### src/rtl/bit_counter_arbiter.sv
// ============================================================================
// Module   : bit_counter_arbiter
// Brief    : Round-robin arbiter sharing one chunked, pipelined popcount
//            datapath between REQ_NUM requesters. Optional per-requester
//            grant statistics are built when BIT_COUNTER_ARB_STATS_EN is set.
// Revision : 1.0
// ============================================================================
`default_nettype none

module bit_counter_arbiter #(
    parameter int REQ_NUM = 4,
    parameter int WIDTH   = 16,
    parameter int STAGES  = 4
) (
    input  logic                         clk_i,
    input  logic                         rst_n_i,
    input  logic                         arb_en_i,
    input  logic [REQ_NUM*WIDTH-1:0]     req_data_i,
    input  logic [REQ_NUM-1:0]           req_valid_i,
    output logic [REQ_NUM-1:0]           req_ready_o,
    output logic [$clog2(WIDTH):0]       res_count_o,
    output logic [$clog2(REQ_NUM)-1:0]   res_id_o,
    output logic [REQ_NUM-1:0]           res_val_o,
    output logic                         busy_o
`ifdef BIT_COUNTER_ARB_STATS_EN
    ,
    input  logic                         stats_clr_i,
    output logic [REQ_NUM*16-1:0]        grant_cnt_o
`endif
);

    localparam int c_cnt_w = $clog2(WIDTH) + 1;
    localparam int c_idw   = $clog2(REQ_NUM);
    localparam int c_chunk = WIDTH / STAGES;

    function automatic logic [c_cnt_w-1:0] f_popcnt(input logic [c_chunk-1:0] v);
        logic [c_cnt_w-1:0] sum;
        sum = '0;
        for (int i = 0; i < c_chunk; i++) begin
            sum = sum + c_cnt_w'(v[i]);
        end
        return sum;
    endfunction

    // ------------------------------------------------------------------
    // Round-robin arbitration
    // ------------------------------------------------------------------
    logic [c_idw-1:0] r_ptr;
    logic [c_idw-1:0] w_grant_idx;
    logic [c_idw-1:0] w_cand;
    logic             w_grant_found;
    logic             w_accept;

    always_comb begin
        int v_idx;
        w_grant_found = 1'b0;
        w_grant_idx   = '0;
        w_cand        = '0;
        v_idx         = 0;
        for (int i = 0; i < REQ_NUM; i++) begin
            v_idx  = (int'(r_ptr) + i) % REQ_NUM;
            w_cand = c_idw'(v_idx);
            if (!w_grant_found && req_valid_i[w_cand]) begin
                w_grant_found = 1'b1;
                w_grant_idx   = w_cand;
            end
        end
    end

    // No grant is issued while reset is held, so nothing is accepted then.
    assign w_accept    = arb_en_i & rst_n_i & w_grant_found;
    assign req_ready_o = w_accept ? (REQ_NUM'(1) << w_grant_idx) : '0;

    always_ff @(posedge clk_i or negedge rst_n_i) begin
        if (!rst_n_i) begin
            r_ptr <= '0;
        end else if (w_accept) begin
            r_ptr <= (w_grant_idx == c_idw'(REQ_NUM - 1)) ? '0 : w_grant_idx + 1'b1;
        end
    end

    // ------------------------------------------------------------------
    // Popcount pipeline
    // ------------------------------------------------------------------
    logic [STAGES-1:0]  r_valid;
    logic [WIDTH-1:0]   r_data [STAGES];
    logic [c_cnt_w-1:0] r_cnt  [STAGES];
    logic [c_idw-1:0]   r_id   [STAGES];

    logic [STAGES-1:0]  w_in_valid;
    logic [WIDTH-1:0]   w_in_data [STAGES];
    logic [c_cnt_w-1:0] w_in_cnt  [STAGES];
    logic [c_idw-1:0]   w_in_id   [STAGES];
    logic [c_cnt_w-1:0] w_sum     [STAGES];
    logic               w_busy_nxt;

    always_comb begin
        w_in_valid[0] = w_accept;
        w_in_data[0]  = req_data_i[w_grant_idx*WIDTH +: WIDTH];
        w_in_cnt[0]   = '0;
        w_in_id[0]    = w_grant_idx;
        for (int s = 1; s < STAGES; s++) begin
            w_in_valid[s] = r_valid[s-1];
            w_in_data[s]  = r_data[s-1];
            w_in_cnt[s]   = r_cnt[s-1];
            w_in_id[s]    = r_id[s-1];
        end
        for (int s = 0; s < STAGES; s++) begin
            w_sum[s] = w_in_cnt[s] + f_popcnt(w_in_data[s][s*c_chunk +: c_chunk]);
        end
    end

    // Next-cycle occupancy of the stages, so busy_o tracks r_valid exactly.
    always_comb begin
        w_busy_nxt = w_accept;
        for (int s = 0; s < STAGES - 1; s++) begin
            w_busy_nxt = w_busy_nxt | r_valid[s];
        end
    end

    always_ff @(posedge clk_i or negedge rst_n_i) begin
        if (!rst_n_i) begin
            r_valid <= '0;
        end else begin
            r_valid <= w_in_valid;
        end
    end

    always_ff @(posedge clk_i) begin
        for (int s = 0; s < STAGES; s++) begin
            r_data[s] <= w_in_data[s];
            r_cnt[s]  <= w_sum[s];
            r_id[s]   <= w_in_id[s];
        end
    end

    // ------------------------------------------------------------------
    // Result register
    // ------------------------------------------------------------------
    logic [REQ_NUM-1:0] r_res_val;
    logic [c_cnt_w-1:0] r_res_cnt;
    logic [c_idw-1:0]   r_res_id;
    logic               r_busy;

    always_ff @(posedge clk_i or negedge rst_n_i) begin
        if (!rst_n_i) begin
            r_res_val <= '0;
            r_res_cnt <= '0;
            r_res_id  <= '0;
            r_busy    <= 1'b0;
        end else begin
            r_busy <= w_busy_nxt;
            if (r_valid[STAGES-1]) begin
                r_res_val <= REQ_NUM'(1) << r_id[STAGES-1];
                r_res_cnt <= r_cnt[STAGES-1];
                r_res_id  <= r_id[STAGES-1];
            end else begin
                r_res_val <= '0;
                r_res_cnt <= '0;
                r_res_id  <= '0;
            end
        end
    end

    assign res_val_o   = r_res_val;
    assign res_count_o = r_res_cnt;
    assign res_id_o    = r_res_id;
    assign busy_o      = r_busy;

`ifdef BIT_COUNTER_ARB_STATS_EN
    // ------------------------------------------------------------------
    // Saturating per-requester grant counters
    // ------------------------------------------------------------------
    for (genvar k = 0; k < REQ_NUM; k++) begin : g_stats
        logic [15:0] r_grant_cnt;

        always_ff @(posedge clk_i or negedge rst_n_i) begin
            if (!rst_n_i) begin
                r_grant_cnt <= '0;
            end else if (stats_clr_i) begin
                r_grant_cnt <= '0;
            end else if (req_valid_i[k] && req_ready_o[k] && (r_grant_cnt != 16'hFFFF)) begin
                r_grant_cnt <= r_grant_cnt + 16'd1;
            end
        end

        assign grant_cnt_o[k*16 +: 16] = r_grant_cnt;
    end
`endif

endmodule

`default_nettype wire

### config.mk
export PLATFORM = sky130hd
export DESIGN_NAME = bit_counter_arbiter
export DESIGN_NICKNAME = d
export VERILOG_FILES = /design/src/rtl/bit_counter_arbiter.sv
export SDC_FILE = /design/constraint.sdc
export NUM_CORES = 1
export LEC_CHECK = 0
export CORE_MARGIN = 4
export CORE_UTILIZATION = 45
export CTS_BUF_LIST = sky130_fd_sc_hd__clkbuf_4
export CTS_CLUSTER_DIAMETER = 60
export DETAILED_ROUTE_END_ITERATION = 8
export PLACE_DENSITY = 0.79
export SLEW_MARGIN = 0
export SYNTH_ARGS = -nofsm -noshare
export SYNTH_HDL_FRONTEND = slang
export SYNTH_SLANG_ARGS = --single-unit
### constraint.sdc
create_clock -name clk_i -period 2.81 [get_ports clk_i]
set_clock_uncertainty 0.05 [all_clocks]
set_input_delay 0.562 -clock clk_i [delete_from_list [all_inputs] [get_ports clk_i]]
set_output_delay 0.562 -clock clk_i [all_outputs]
set_load 0.1 [all_outputs]
==> out/qor.txt <==
Routed wire length - 7970 µm
Clock Tree Buf Depth - 2
Failing checks - negative setup slack
Syn-to-layout area delta - 49.4%
Initial DRC count - 119
Clk slew on worst S/H paths - 0.11 ns
Net Sw Power - 1.75 mW
Row count - 30
Leakage Power - 2.04 nW
H-Tree Depth - 3
Most frequent cells in the layout - clkdlybuf4s50_1, buf_4, dfxtp_1
Nets - 510
RSZ-0062 raised after global routing - true
Fmax - 0.354 GHz
Cts hold-fix bufs - 0
Fin. Hold Viols - 0
TritonCTS Buffers - 9
Critical path arrival - 2.21 ns
Net Sw Frac - 37.7%
Setup WS pre-CTS - -0.644 ns
Drt first pass iters - 4
Vias - 2771
Port bufs - 86
Ports - 87
Crit Path Max Fanout - 4
Met3 Use GR - 4.97%
Placement Cell Area - 4290 µm²
Syn_nets - 399
RePlAce Congestion - 0.931
# setup viols final - 2
TritonCTS clock tree - built
Slew @ Worst Pin - 0.419 ns
Gr ovfl total - 0
Initial core utilization - 46.2%
Sequential power share - 33.5%
Die width - 91.6 µm
Setup TNS - -0.0281 ns
Share of the yosys chip area belonging to registers - 45.6%
Ys Warns - 0
First-pass GRT wire length - 12400 µm
Max Cap Viol - 0
Clock share of power - 14.9%
Met1 usage - 21.8%
Skew-Pair Late Insertion Delay - 0.39 ns
Total track usage - 18.1%
Slew Limit Headroom - 72.1%
Post-synth cell types - 34
GR Util met2 - 31.0%
Most frequent CP cell - buf_12
Inst Count DP - 490
Run status - finished, violations left
Internal - 2.89 mW
Crit-path cells - clkdlybuf4s15_1, nor2_2, or4b_4, buf_12, nand2_8, inv_6, ha_4, and2_4, buf_12
Tot Pwr - 4.64 mW
Startpoint types - input port
Min cycle time layout - 2.83 ns
CTS root buf - clkbuf_4
Yosys reg bits - 67
Syn_area_per_cell - 10.2 µm²
Core Area - 6790 µm²
Mapped cell area - 3140 µm²
CTS Sinks - 67
Critical path buffers and inverters - 4
CP max-delay cell - or4b_4
Antenna violations before repair - 1
Crit-path max cell delay - 0.53 ns
FILL cells - 503
Critical Path Sink Type - primary output
CP top delay family - simple AND/OR/NAND/NOR gates
Comb power frac - 51.7%
Setup ws final - -0.0155 ns
Fin cells - 522
Busiest grt layer - met2
Critical path type - input port to primary output
Pwr dens - 988 nW/µm²
Layout cells sized above 1 - 24.2%
Vias in the first global route - 2733
Final Cycle Share - 101%
Final standard cell area without fillers - 4690 µm²
Die Y - 91.6 µm
Remaining DRCs - 0
Via density - 5.31
Routed wire per std cell - 15.3 µm
Largest net degree at the start of global routing - 33
CP Data Required Time - 2.20 ns
Cells after Synth - 309
Routed Antenna Nets - 0
Peak VDD IR - 394 µV
DIE AREA - 8380 µm²
Commonest non-fill, non-tap cell in the layout - clkdlybuf4s50_1
Hold crit path type - register to register
Post-DP HPWL - 5620 µm
Max-slew violations - 0
## layout make-up
cell class | instances | area [µm²] | area share, %
multi-input combinational | 197 | 1690 | 36.1
inverter | 17 | 68.8 | 1.47
tap | 96 | 120 | 2.56
antenna | 1 | 2.50 | 0.0533
clock buffer | 12 | 90.1 | 1.92
timing repair buffer | 128 | 1220 | 25.9
clock inverter | 4 | 67.6 | 1.44
sequential | 67 | 1430 | 30.5
## worst register-to-register path, delay by kind of cell (launching register included)
| kind | cells | cell delay [ns] |
|---|---|---|
| AND/OR/NAND/NOR | 2 | 0.61 |
| adder cells (fa/ha/maj) | 3 | 0.96 |
| buffers and inverters | 2 | 0.23 |
| flip-flops | 1 | 0.46 |
| AO/OA/AOI/OAI | 2 | 0.30 |
## flip-flops by register name (all words and copies together), names as in the netlist
register and flops:
res_val_o 4, res_count_o 5, r_cnt 17, r_data 24, res_id_o 2, r_id 8, r_ptr 2, busy_o 1
r_valid 4
## Yosys cell counts
cell type | instances | area [µm²]
a211o_1 | 1 | 8.76
a21bo_1 | 13 | 130
a21boi_1 | 3 | 22.5
a21oi_1 | 2 | 10.0
a221o_1 | 3 | 30.0
a221oi_1 | 13 | 114
a32oi_1 | 13 | 114
and2_1 | 12 | 75.1
and3_1 | 8 | 50.1
and3b_1 | 1 | 8.76
buf_1 | 1 | 3.75
buf_6 | 3 | 33.8
clkbuf_1 | 24 | 90.1
dfrtp_1 | 18 | 450
dfxtp_1 | 49 | 981
fa_1 | 10 | 200
ha_1 | 9 | 113
inv_1 | 17 | 63.8
mux2_2 | 1 | 11.3
nand2_1 | 20 | 75.1
nand2b_1 | 1 | 6.26
nand3_1 | 26 | 130
nor2_1 | 4 | 15.0
nor2b_1 | 8 | 50.1
nor3b_1 | 17 | 128
nor4_1 | 16 | 100
o21ai_0 | 2 | 10.0
o21bai_1 | 1 | 7.51
o22ai_1 | 1 | 6.26
o32ai_1 | 3 | 26.3
or4_1 | 2 | 15.0
or4b_1 | 1 | 10.0
xnor2_1 | 3 | 26.3
xor2_1 | 3 | 26.3
## path summary, 6_finish.rpt
check / cells past startpoint / to / slack [ns] / from
min in group asynchronous: 2 / r_ptr[1]$_DFFE_PN0P_ / 0.54 / rst_n_i
min reg2reg: 0 / r_data[2][12]$_DFF_P_ / 0.27 / r_data[1][12]$_DFF_P_
max: 9 / req_ready_o[0] / -0.02 / req_valid_i[3]
max in group asynchronous: 2 / res_count_o[2]$_DFF_PN0_ / 1.96 / rst_n_i
min: 0 / r_data[2][12]$_DFF_P_ / 0.27 / r_data[1][12]$_DFF_P_
max reg2reg: 9 / r_cnt[0][1]$_DFF_P_ / 0.08 / r_ptr[0]$_DFFE_PN0P_
## metal layers
layer,wire length [µm],vias to the layer above
met1,3270,1313
met4,200,0
met5,0,-
met2,3940,108
li1,-,1333
met3,557,17
## what timing repair did
item	in CTS	in global routing
resized for setup	29	14
setup buffers	8	8
cloned	0	0
pin swaps	2	5
endpoints found under the setup margin	7	5
## power by group through the flow
stage	Clock [mW]	Sequential [mW]	Combinational [mW]
global placement	0	1.55	2.06
floorplan	0	1.67	1.42
finish	0.690	1.55	2.40
detailed placement	0	1.57	2.15
global route	0.746	1.60	2.67
CTS	0.703	1.55	2.28
## logic make-up (layout without fill, tap and decap cells)
kind of cell / count (synthesis) / count (layout) / share of synthesized area [%]
flops: 67 / 67 / 45.6
simple gates: 116 / 116 / 21.1
fa+ha+maj: 19 / 19 / 9.96
xor+xnor: 6 / 6 / 1.67
other cells: 0 / 1 / 0
mux: 1 / 1 / 0.358
buf+inv: 45 / 161 / 6.09
compound gates: 55 / 55 / 15.3
## stage by stage
| step | hold WS [ns] | util, % |
|---|---|---|
| 2_1_floorplan | 0.216 | - |
| 3_3_place_gp | 0.260 | 63.1 |
| 3_5_place_dp | 0.262 | 63.1 |
| 4_1_cts | 0.273 | 67.4 |
| 5_1_grt | 0.273 | 69.1 |
| 6_report | 0.269 | 69.1 |
No activity file was read; power rests on OpenSTA's default activity.
